--- src/rtl/y86_pkg.sv ---
// y86_pkg: constants shared by the condition-code resolver and the cmov datapath.
//   C_*            Y86 jXX/cmovXX ifun encodings
//   CC_RESET       CC register value after reset ({ZF,SF,OF} = 3'b100)
//   ZF/SF/OF_BIT   bit positions of each flag inside a {ZF,SF,OF} vector
package y86_pkg;

    localparam logic [3:0] C_YES = 4'd0;
    localparam logic [3:0] C_LE  = 4'd1;
    localparam logic [3:0] C_L   = 4'd2;
    localparam logic [3:0] C_E   = 4'd3;
    localparam logic [3:0] C_NE  = 4'd4;
    localparam logic [3:0] C_GE  = 4'd5;
    localparam logic [3:0] C_G   = 4'd6;

    localparam logic [2:0] CC_RESET = 3'b100;

    localparam int ZF_BIT = 2;
    localparam int SF_BIT = 1;
    localparam int OF_BIT = 0;

endpackage

--- src/rtl/cc_resolver_if.sv ---
// cc_resolver_if: condition query / response handshake between decode and
// the condition-code resolver.
//   q_valid, q_ifun   query from decode (held stable while q_ready is low)
//   q_ready           query accepted when q_valid & q_ready
//   r_valid           one-cycle response strobe, one cycle after acceptance
//   r_cnd, r_err      condition result / ifun out of range; zero when r_valid=0
// Modports: master = decode/fetch side, slave = resolver side.
interface cc_resolver_if;

    logic       q_valid;
    logic [3:0] q_ifun;
    logic       q_ready;
    logic       r_valid;
    logic       r_cnd;
    logic       r_err;

    modport master (
        output q_valid, q_ifun,
        input  q_ready, r_valid, r_cnd, r_err
    );

    modport slave (
        input  q_valid, q_ifun,
        output q_ready, r_valid, r_cnd, r_err
    );

endinterface

--- src/rtl/cond_eval.sv ---
// cond_eval: purely combinational Y86 condition evaluator, shared with the
// cmov datapath.
//   ifun_i   jXX/cmovXX function code
//   flags_i  {ZF,SF,OF}
//   cnd_o    condition true
//   err_o    ifun_i above 6 (cnd_o forced low)
module cond_eval
    import y86_pkg::*;
(
    input  logic [3:0] ifun_i,
    input  logic [2:0] flags_i,
    output logic       cnd_o,
    output logic       err_o
);

    logic zf;
    logic lt;

    assign zf = flags_i[ZF_BIT];
    assign lt = flags_i[SF_BIT] ^ flags_i[OF_BIT];

    always_comb begin
        cnd_o = 1'b0;
        err_o = 1'b0;
        case (ifun_i)
            C_YES:   cnd_o = 1'b1;
            C_LE:    cnd_o = lt | zf;
            C_L:     cnd_o = lt;
            C_E:     cnd_o = zf;
            C_NE:    cnd_o = ~zf;
            C_GE:    cnd_o = ~lt;
            C_G:     cnd_o = ~lt & ~zf;
            default: err_o = 1'b1;
        endcase
    end

endmodule

--- src/rtl/cc_resolver.sv ---
// cc_resolver: owns the architectural condition-code register, counts
// flag-setting OPq instructions in flight, and answers jXX/cmovXX condition
// queries once no flag update is outstanding.
//   clk, rst_n            clock, asynchronous active-low reset
//   alu_zf/sf/of, set_cc  ALU flags and their latch strobe
//   iss_valid, iss_ready  OPq issue handshake (ready while counter not full)
//   qif                   query/response handshake (slave side)
//   cc                    current {ZF,SF,OF}
//   pend                  outstanding OPq count
// Build option CC_BYPASS_EN: a query may also be accepted in the cycle the
// last outstanding flag update lands, evaluating the incoming ALU flags.
module cc_resolver
    import y86_pkg::*;
#(
    parameter int PEND_W = 2
) (
    input  logic              clk,
    input  logic              rst_n,
    input  logic              alu_zf,
    input  logic              alu_sf,
    input  logic              alu_of,
    input  logic              set_cc,
    input  logic              iss_valid,
    output logic              iss_ready,
    cc_resolver_if.slave      qif,
    output logic [2:0]        cc,
    output logic [PEND_W-1:0] pend
);

    localparam logic [PEND_W-1:0] PEND_MAX = '1;
    localparam logic [PEND_W-1:0] PEND_ONE = PEND_W'(1);

    logic [2:0]        cc_q, cc_d;
    logic [PEND_W-1:0] pend_q, pend_d;
    logic              r_valid_q, r_valid_d;
    logic              r_cnd_q, r_cnd_d;
    logic              r_err_q, r_err_d;

    logic [2:0] alu_flags;
    logic [2:0] eval_flags;
    logic       iss_fire;
    logic       q_fire;
    logic       cnd;
    logic       err;

    assign alu_flags = {alu_zf, alu_sf, alu_of};
    assign iss_ready = (pend_q != PEND_MAX);
    assign iss_fire  = iss_valid & iss_ready;

`ifdef CC_BYPASS_EN
    // The landing update can be forwarded only when it is the last one out.
    assign qif.q_ready = (pend_q == '0) | ((pend_q == PEND_ONE) & set_cc);
    assign eval_flags  = set_cc ? alu_flags : cc_q;
`else
    assign qif.q_ready = (pend_q == '0) & ~set_cc;
    assign eval_flags  = cc_q;
`endif

    assign q_fire = qif.q_valid & qif.q_ready;

    cond_eval u_cond_eval (
        .ifun_i  (qif.q_ifun),
        .flags_i (eval_flags),
        .cnd_o   (cnd),
        .err_o   (err)
    );

    always_comb begin
        cc_d = set_cc ? alu_flags : cc_q;

        // Issue and flag landing in the same cycle cancel out; a stray
        // set_cc with nothing pending still latches CC but leaves pend at 0.
        pend_d = pend_q;
        if (iss_fire && !set_cc) begin
            pend_d = pend_q + PEND_ONE;
        end else if (set_cc && !iss_fire && (pend_q != '0)) begin
            pend_d = pend_q - PEND_ONE;
        end

        r_valid_d = q_fire;
        r_cnd_d   = q_fire & cnd;
        r_err_d   = q_fire & err;
    end

    always_ff @(posedge clk or negedge rst_n) begin
        if (!rst_n) begin
            cc_q      <= CC_RESET;
            pend_q    <= '0;
            r_valid_q <= 1'b0;
            r_cnd_q   <= 1'b0;
            r_err_q   <= 1'b0;
        end else begin
            cc_q      <= cc_d;
            pend_q    <= pend_d;
            r_valid_q <= r_valid_d;
            r_cnd_q   <= r_cnd_d;
            r_err_q   <= r_err_d;
        end
    end

    assign cc          = cc_q;
    assign pend        = pend_q;
    assign qif.r_valid = r_valid_q;
    assign qif.r_cnd   = r_cnd_q;
    assign qif.r_err   = r_err_q;

endmodule
--- src/flat_wrapper.sv ---
// flat-port wrapper written by rule: the top's interface ports become plain ports
module cc_resolver_flat import y86_pkg::*;
#(
    parameter int PEND_W = 2
)
  (clk, rst_n, alu_zf, alu_sf, alu_of, set_cc, iss_valid, iss_ready, cc, pend, qif_q_valid, qif_q_ifun, qif_q_ready, qif_r_valid, qif_r_cnd, qif_r_err);
  cc_resolver_if qif_i ();
  input  logic clk;
  input  logic rst_n;
  input  logic alu_zf;
  input  logic alu_sf;
  input  logic alu_of;
  input  logic set_cc;
  input  logic iss_valid;
  output logic iss_ready;
  output logic [2:0] cc;
  output logic [PEND_W-1:0] pend;
  input wire logic [$bits(qif_i.q_valid)-1:0] qif_q_valid;
  input wire logic [$bits(qif_i.q_ifun)-1:0] qif_q_ifun;
  output wire logic [$bits(qif_i.q_ready)-1:0] qif_q_ready;
  output wire logic [$bits(qif_i.r_valid)-1:0] qif_r_valid;
  output wire logic [$bits(qif_i.r_cnd)-1:0] qif_r_cnd;
  output wire logic [$bits(qif_i.r_err)-1:0] qif_r_err;
  assign qif_i.q_valid = qif_q_valid;
  assign qif_i.q_ifun = qif_q_ifun;
  assign qif_q_ready = qif_i.q_ready;
  assign qif_r_valid = qif_i.r_valid;
  assign qif_r_cnd = qif_i.r_cnd;
  assign qif_r_err = qif_i.r_err;
  cc_resolver #(.PEND_W(PEND_W)) u_core (.clk(clk), .rst_n(rst_n), .alu_zf(alu_zf), .alu_sf(alu_sf), .alu_of(alu_of), .set_cc(set_cc), .iss_valid(iss_valid), .iss_ready(iss_ready), .qif(qif_i), .cc(cc), .pend(pend));
endmodule
--- config.mk ---
export PLATFORM = sky130hd
export DESIGN_NAME = cc_resolver_flat
export DESIGN_NICKNAME = d
export VERILOG_FILES = /design/src/rtl/y86_pkg.sv /design/src/rtl/cc_resolver_if.sv /design/src/rtl/cond_eval.sv /design/src/rtl/cc_resolver.sv /design/src/flat_wrapper.sv
export SDC_FILE = /design/constraint.sdc
export NUM_CORES = 1
export LEC_CHECK = 0
export ABC_AREA = 1
export ABC_CLOCK_PERIOD_IN_PS = 1200
export CORE_AREA = 4 4 41 43
export DETAILED_ROUTE_END_ITERATION = 7
export DIE_AREA = 0 0 45 47
export GPL_TIMING_DRIVEN = 0
export PLACE_DENSITY = 0.69
export RECOVER_POWER = 50
export SYNTH_ARGS = -nofsm -noshare
export SYNTH_HDL_FRONTEND = slang
export SYNTH_SLANG_ARGS = --single-unit
--- constraint.sdc ---
create_clock -name clk -period 1.2 [get_ports clk]
set_input_delay 0.36 -clock clk [delete_from_list [all_inputs] [get_ports clk]]
set_output_delay 0.36 -clock clk [all_outputs]
set_load 0.02 [all_outputs]
# == After elaboration in Yosys (flattened, before gate mapping) ==
# Index checks and enable logic that the tools add are counted.
# classes
addsub,2
mul,0
n_div,0
magnitude_cmp,0
eq_ne,7
n_shift,0
mux,4
bitwise_logic,11
n_reduce_logical,10
# op_table
op,count
$eq 4x3->1 const B,3
$eq 4x2->1 const B,2
$pmux 1 s7,1
$reduce_or 7->1,1
$and 1x1->1,6
$eq 4x1->1 const B,1
$logic_not 4->1,1
$mux 2,2
$reduce_bool 2->1,2
$logic_and 1x1->1,3
$not 1->1,3
$add 2x1->2 const B,1
$logic_not 1->1,2
$logic_not 2->1,1
$ne 2x2->1 const B,1
$sub 2x1->2 const B,1
$mux 1,1
$or 1x1->1,1
$xor 1x1->1,1
# totals
regBits,8
latch_bits,0
ram_bits,0
rom_bits,0
inputBits,12
n_memories,0

# == Longest topological paths before layout ==
# Gate-level depths: netlist of run 1.
# logic_depth
depth_word,7
ltp_mapped,6
ltp_nobuf,6

# == Cells and area by module ==
# Synthesis of run 1 repeated with hierarchy kept, for this count alone.
# hier_totals
hier_cells,64
hier_area_um2,441.7
# by_module_without_submodules
module,n_inst,cells_each,area_per_inst_um2,seq_area_each_um2
cc_resolver,1,41,346.6,201.4
cond_eval,1,23,95.1,0.0

# == Worst setup path after synthesis of run 1 ==
# OpenSTA, ideal clock, no wires.
# synth_timing
path_kind,reg2out
start,register u_core.pend_q[1] (netlist: u_core.pend[1])
end,output port qif_q_ready
arrival_time_ps,991
setup_slack_ps,-151
stages_incl_launch_ff,2
path_buffers,0
path_cell_list,dfrtp_1 -> nor3_1
# synth_via
elab_chain_cells,2
# synth_lines
item,line_no,source
"start, declared",cc_resolver.sv:34,"logic [PEND_W-1:0] pend_q, pend_d;"
"start signal, assigned",cc_resolver.sv:94,pend_q <= pend_d;
$logic_not 2->1,cc_resolver.sv:55,assign qif.q_ready = (pend_q == '0) & ~set_cc;
$and 1x1->1,cc_resolver.sv:55,
"end, declared",flat_wrapper.sv:20,output wire logic [$bits(qif_i.q_ready)-1:0] qif_q_ready;
# No other way between the ends.

# == Worst setup path after layout of run 1 ==
# Ends and elaborated chain as after synthesis.

==> results of run 1 <==
[registers in the layout, indices dropped and copies added, names as in the netlist]
signal	count
u_core.cc	3
u_core.qif.r_valid	1
u_core.qif.r_err	1
u_core.qif.r_cnd	1
u_core.pend	2
[final cells by class]
cell class / count / share of cell area (%)
Sequential cell: 8 / 28.7
Multi-Input combinational cell: 39 / 25.6
Timing Repair Buffer: 27 / 33.5
Tap cell: 15 / 2.65
Inverter: 11 / 5.82
Clock buffer: 4 / 3.70
[cell usage in the layout (no fill, tap or decap)]
cell type	n
inv_1	10
inv_2	1
buf_6	5
clkdlybuf4s15_2	1
o211ai_1	1
nor3_2	1
buf_4	6
nor2_1	10
o21ai_0	4
dfrtp_2	2
nand3_1	5
clkbuf_1	1
nand2_1	14
dfstp_2	1
dlygate4sd3_1	1
nand2_2	1
clkdlybuf4s50_1	9
o21bai_1	1
nand3_2	1
clkbuf_4	3
a21oi_1	1
buf_2	5
dfrtp_1	5
[power by group through the flow]
stage	combinational, mW	clock [mW]	sequential, mW
2_1_floorplan	0.176	0	0.438
3_3_place_gp	0.451	0	0.387
3_5_place_dp	0.459	0	0.385
4_1_cts	0.571	0.240	0.388
5_1_grt	0.679	0.252	0.393
6_report	0.627	0.228	0.391
[metrics by stage]
stage                     area (µm²)  TNS (ps)  hold slack, ps  power, mW  std cells
final                            709      -525             444       1.25        104
after global routing             709      -837             473       1.32        104
after CTS                        698      -459             379       1.20        103
after detailed placement         651     -3830             548      0.843         94
after global placement           651     -3550             521      0.838         94
after floorplan                  422         0            64.4      0.614         58
[final timing paths]
kind	from	endpoint	slack, ps	cells past startpoint
hold reg to reg	u_core.cc[0]	u_core.cc[0]	580	2
max in group asynchronous	rst_n	u_core.cc[2]	430	1
setup reg to reg	u_core.pend[0]	u_core.qif.r_cnd	30	6
min in group clk	set_cc	u_core.cc[2]	510	2
setup / recovery	u_core.pend[1]	qif_q_ready	-170	2
hold / removal	rst_n	u_core.qif.r_cnd	440	1
[cells by family after synthesis]
family | after synthesis | share of synthesized area (%)
buffers and inverters | 11 | 9.91
DFF | 8 | 48.3
and+or+nand+nor | 32 | 32.1
AOI/OAI and AO/OA | 7 | 9.61
[metal layers]
metal  up-vias  GRT usage (%)  part of all wire [%]
met3         4           5.36                    11
li1        241              -                     -
met1       213           12.4                    37
met4         0           7.02                   1.2
met5         -              0                     0
met2        27           18.1                    50
[critical path, cell delays in order (launching register included)]
cell	delay, ps
dfrtp_2	440
nor3_2	160
buf_4	160
[cells in the mapped netlist (all sizes together)]
library cell  number
a21oi              1
dfrtp              7
dfstp              1
inv               11
nand2             15
nand3              6
nor2              10
nor3               1
o211ai             1
o21ai              4
o21bai             1
[repair_timing]
| item | 4_1_cts | 5_1_grt |
|---|---|---|
| setup endpoints to repair | 13 | 7 |
| gates resized for setup | 55 | 1 |
| cloned | 0 | 0 |
| hold buffers | 0 | 0 |
| pin swaps | 1 | 0 |
| setup buffers | 5 | 1 |
==> metrics.md, run 1 <==
| Metric | Value |
|---|---|
| Height of the chip | `around 47 µm` |
| Register area share after synthesis | `roughly 48%` |
| Synth Instances | `58` |
| Area Growth Syn to Fin | `70.3%` |
| Fmax | `0.731 GHz` |
| Critical Path RT | `around 840 ps` |
| Final Cycle Share | `114%` |
| Post-layout util | `a little over half` |
| DR pass1 iterations | `4` |
| Total track usage | `between 10% and 20%` |
| WL/cell | `approximately 11 µm` |
| Number of buffers added on ports | `21` |
| P_sw | `roughly 0.47 mW` |
| CTS tree | `built` |
| Synthesis-stage register bit count | `8` |
| Max IR drop VDD | `just under 1 mV` |
| First-pass GRT wire length | `roughly 1700 µm` |
| Site Rows | `13` |
| Unrepaired setup endpoints after global routing | `yes` |
| Final antenna-violating net count | `0` |
| Layout cells sized above 1 | `a little under a third` |
| Multi-input logic area | `around 180 µm²` |
| Drc violations | `0` |
| Register Area | `slightly above 200 µm²` |
| Sw Ratio | `between 30% and 40%` |
| MaxCap Viol Count | `0` |
| Int Pwr | `roughly 0.8 mW` |
| PwrDens | `between 1500 and 2000 nW/µm²` |
| Pre-CTS setup slack | `-911 ps` |
| Nets@finish | `102` |
| CTS Buf Count | `3` |
| Pin count of the biggest net entering global routing | `9` |
| Worst-case clock buffer depth | `2` |
| Clk pwr share | `18.3%` |
| Syn Nets | `70` |
| P_leak | `0.385 nW` |
| Setup CP Type | `flip-flop to output port` |
| Hold Path Class | `primary input to async pin` |
| Clk root buf | `clkbuf_4` |
| WP data arrival | `roughly 1000 ps` |
| Sequential Power Share | `approximately 31%` |
| Via density | `~4.7` |
| Setup slack after layout | `-168 ps` |
| Clock H-tree levels | `1` |
| Combinational share of power | `50.3%` |
| Fin. Hold Viols | `0` |
| Routed wire length | `between 1000 and 1500 µm` |
| Worst-Margin Slew | `between 300 and 400 ps` |
| Synthesis warning total | `0` |
| Yosys top cell by area | `dfrtp_1` |
| Run status | `finished, violations left` |
| Clock-pin slew on the worst setup and hold paths | `60 ps` |
| Worst-Skew Late Latency | `~260 ps` |
| Total global routing overflow | `0` |
| Worst Path Max Fanout | `5` |
| Antenna cells | `0` |
| Via count | `approximately 490` |
| Nature of the critical path startpoint | `flip-flop` |
| Layout fillers | `approximately 140` |
| Vias in the first global route | `431` |
| Slew headroom | `between 70% and 80%` |
| Netlist cell types | `13` |
| Sink Count | `8` |
| Gpl congestion | `0.782` |
| Slew Limit Fails | `0` |
| Post-Synthesis Cell Area | `~420 µm²` |
| Post-DP HPWL | `between 700 and 800 µm` |
| Failing checks | `setup timing` |
| DR iter-0 viols | `8` |
| Share of the synthesized area in the top cell type | `a little over two fifths` |
| Die X | `45 µm` |
| Synth area leaders | `dfrtp_1, nand2_1, inv_1` |
| Final Setup Violations | `5` |
| Crit end category | `output port` |
| Synthesized area per cell | `7.18 µm²` |
| Die ar. | `2120 µm²` |
| Initial antenna violation count | `0` |
| I/O pin count | `22` |
| Min Tclk post-route | `around 1400 ps` |
| Worst clock skew | `~11 ps` |
| Starting Density | `about 32%` |
| CORE AREA | `between 1000 and 1500 µm²` |
(Power assumes the default switching activity.)
==> run 2: changes to the inputs <==
--- a/config.mk
+++ b/config.mk
@@ -6,7 +6,6 @@
 export NUM_CORES = 1
 export LEC_CHECK = 0
 export ABC_AREA = 1
-export ABC_CLOCK_PERIOD_IN_PS = 1200
 export CORE_AREA = 4 4 41 43
 export DETAILED_ROUTE_END_ITERATION = 7
 export DIE_AREA = 0 0 45 47
==> results of run 2 <==
The final DEF is identical to that of run 1; final timing and power are the same.
==> run 3: changes to the inputs <==
--- a/config.mk
+++ b/config.mk
@@ -10,7 +10,7 @@
 export DETAILED_ROUTE_END_ITERATION = 7
 export DIE_AREA = 0 0 45 47
 export GPL_TIMING_DRIVEN = 0
-export PLACE_DENSITY = 0.69
+export PLACE_DENSITY = 0.66
 export RECOVER_POWER = 50
 export SYNTH_ARGS = -nofsm -noshare
 export SYNTH_HDL_FRONTEND = slang
==> metrics.md, run 3 (same netlist as run 1, synthesis figures left out) <==
| Metric | Value |
|---|---|
| Area Growth Syn to Fin | `68.8%` |
| Most frequent cells in the layout | `nand2_1, inv_1, nor2_1` |
| Post-layout util | `54.0% (-0.48 points)` |
| Die X | `45 µm (unchanged)` |
| Run status | `finished, violations left` |
| Total global routing overflow | `0 (unchanged)` |
| Failing checks | `setup timing` |
| Layout fillers | `137 (-2.8%)` |
| Crit end category | `output port` |
| Routed wire length | `1050 µm (-7.5%)` |
| PwrDens | `1630 nW/µm² (-7.4%)` |
| Max reg flops | `3 (unchanged)` |
| Setup CP Type | `flip-flop to output port` |
| Clk root buf | `clkbuf_4` |
| MaxCap Viol Count | `0 (unchanged)` |
| Slew Limit Fails | `0 (unchanged)` |
| Via density | `4.40 (-5.6%)` |
| P_leak | `0.385 nW (about the same)` |
| Placed Cells | `94 (unchanged)` |
| WP data arrival | `990 ps (-20 ps)` |
| Initial antenna violation count | `0 (unchanged)` |
| I/O pin count | `22 (unchanged)` |
| Setup slack after layout | `-154 ps (+13.1 ps)` |
| CTS Buf Count | `3 (unchanged)` |
| Vias in the first global route | `418 (-3.0%)` |
| DR pass1 iterations | `4 (unchanged)` |
| Pin count of the biggest net entering global routing | `9 (unchanged)` |
| Max IR drop VDD | `1.13 mV (+17%)` |
| Fmax | `0.738 GHz (+0.96%)` |
| CORE AREA | `1300 µm² (unchanged)` |
| Clock-pin slew on the worst setup and hold paths | `60 ps (about the same)` |
| Die ar. | `2120 µm² (unchanged)` |
| Commonest non-fill, non-tap cell in the layout | `nand2_1` |
| Antenna cells | `0 (unchanged)` |
| Non-Filler Instances | `102 (-1.9%)` |
| Gpl congestion | `0.682 (-13%)` |
| Site Rows | `13 (unchanged)` |
| Worst-case clock buffer depth | `2 (unchanged)` |
| Worst-Skew Late Latency | `250 ps (about the same)` |
| Drc violations | `0 (unchanged)` |
| Total power | `1.14 mW (-8.2%)` |
| WL/cell | `10.3 µm (-5.7%)` |
| Sink Count | `8 (unchanged)` |
| Number of buffers added on ports | `21 (unchanged)` |
| Final Cycle Share | `113% (-1.1 points)` |
| Worst Path Max Fanout | `4 (-1)` |
| Final Setup Violations | `5 (unchanged)` |
| Final hold slack | `454 ps (+10.2 ps)` |
| Hold Path Class | `primary input to async pin` |
| First-pass GRT wire length | `1650 µm (-1.6%)` |
| Starting Density | `32.0% (unchanged)` |
| Min Tclk post-route | `1350 ps (-13.1 ps)` |
| CTS Hold Bufs | `0 (unchanged)` |
| Clock H-tree levels | `1 (unchanged)` |
| Height of the chip | `47 µm (unchanged)` |
| Unrepaired setup endpoints after global routing | `yes` |
| Final antenna-violating net count | `0 (unchanged)` |
| Total track usage | `10.8% (-0.63 points)` |
| Critical Path RT | `840 ps (about the same)` |
| Layout cells sized above 1 | `32.2% (+1.8 points)` |
| Slew headroom | `75.3% (+0.075 points)` |
| Nets@finish | `100 (-2.0%)` |
| Via count | `449 (-7.4%)` |
| Worst clock skew | `4.94 ps (-6.53 ps)` |
| CTS tree | `built` |
| DR iter-0 viols | `3 (-5)` |
| Nature of the critical path startpoint | `flip-flop` |
| Worst-Margin Slew | `370 ps (-1.13 ps)` |
| Fin. Hold Viols | `0 (unchanged)` |
| Post-DP HPWL | `758 µm (-2.7%)` |
==> run 3: cell types whose count changed in the layout (fill, tap and decap cells not counted), sizes merged <==
cell / previous run / this run
buf: 16 / 14
dlymetal6s2s: 0 / 1
clkdlybuf4s50: 9 / 7
dlygate4sd3: 1 / 2
==> run 3: power by group <==
group,leakage [nW],switching [mW],internal [mW]
Clock,0.0150,0.0930,0.127
Combinational,0.273,0.279,0.254
Sequential,0.0972,0.0631,0.328
Total,0.385,0.435,0.710
==> run 3: path summary, 6_finish.rpt <==
| check | startpoint | to | slack [ps] | depth (start not counted) |
|---|---|---|---|---|
| min | rst_n | u_core.cc[1] | 450 | 1 |
| max | u_core.pend[0] | qif_q_ready | -150 | 2 |
| max reg2reg | u_core.cc[2] | u_core.qif.r_cnd | 60 | 6 |
| max in group asynchronous | rst_n | u_core.cc[2] | 440 | 1 |
| min reg2reg | u_core.cc[1] | u_core.cc[1] | 580 | 2 |
| min in group clk | set_cc | u_core.cc[2] | 510 | 2 |
==> run 3: area by class of cell <==
type / count / area [µm²] / area share, %
Tap cell: 15 / 18.8 / 2.67
Clock buffer: 4 / 26.3 / 3.74
Sequential cell: 8 / 204 / 29.0
Multi-Input combinational cell: 39 / 189 / 26.9
Inverter: 11 / 41.3 / 5.87
Timing Repair Buffer: 25 / 224 / 31.9
==> run 3: what timing repair did <==
item                       in CTS  in global routing
pin swaps                       1                  0
resized for setup              49                 11
setup endpoints to repair      13                  9
setup buffers                   2                  2
cloned                          0                  0
==> run 3: layer usage <==
metal  wire (µm)  vias to the layer above  track usage, %
li1            -                      237               -
met1         379                      196            12.6
met2         571                       16            17.5
met3         102                        0            6.13
met4           0                        0            1.75
met5           0                        -               0
==> run 3: metrics by stage <==
stage / setup TNS (ps) / worst slack [ps] / instance area, µm²
2_1_floorplan: 0 / 13.4 / 422
3_3_place_gp: -3790 / -921 / 651
3_5_place_dp: -3830 / -922 / 651
4_1_cts: -443 / -163 / 658
5_1_grt: -695 / -199 / 703
6_report: -453 / -154 / 703
==> run 3: worst max-delay path: stages (launching register included) <==
cell and delay, ps:
dfrtp_2 430, nor3_2 150, buf_4 160
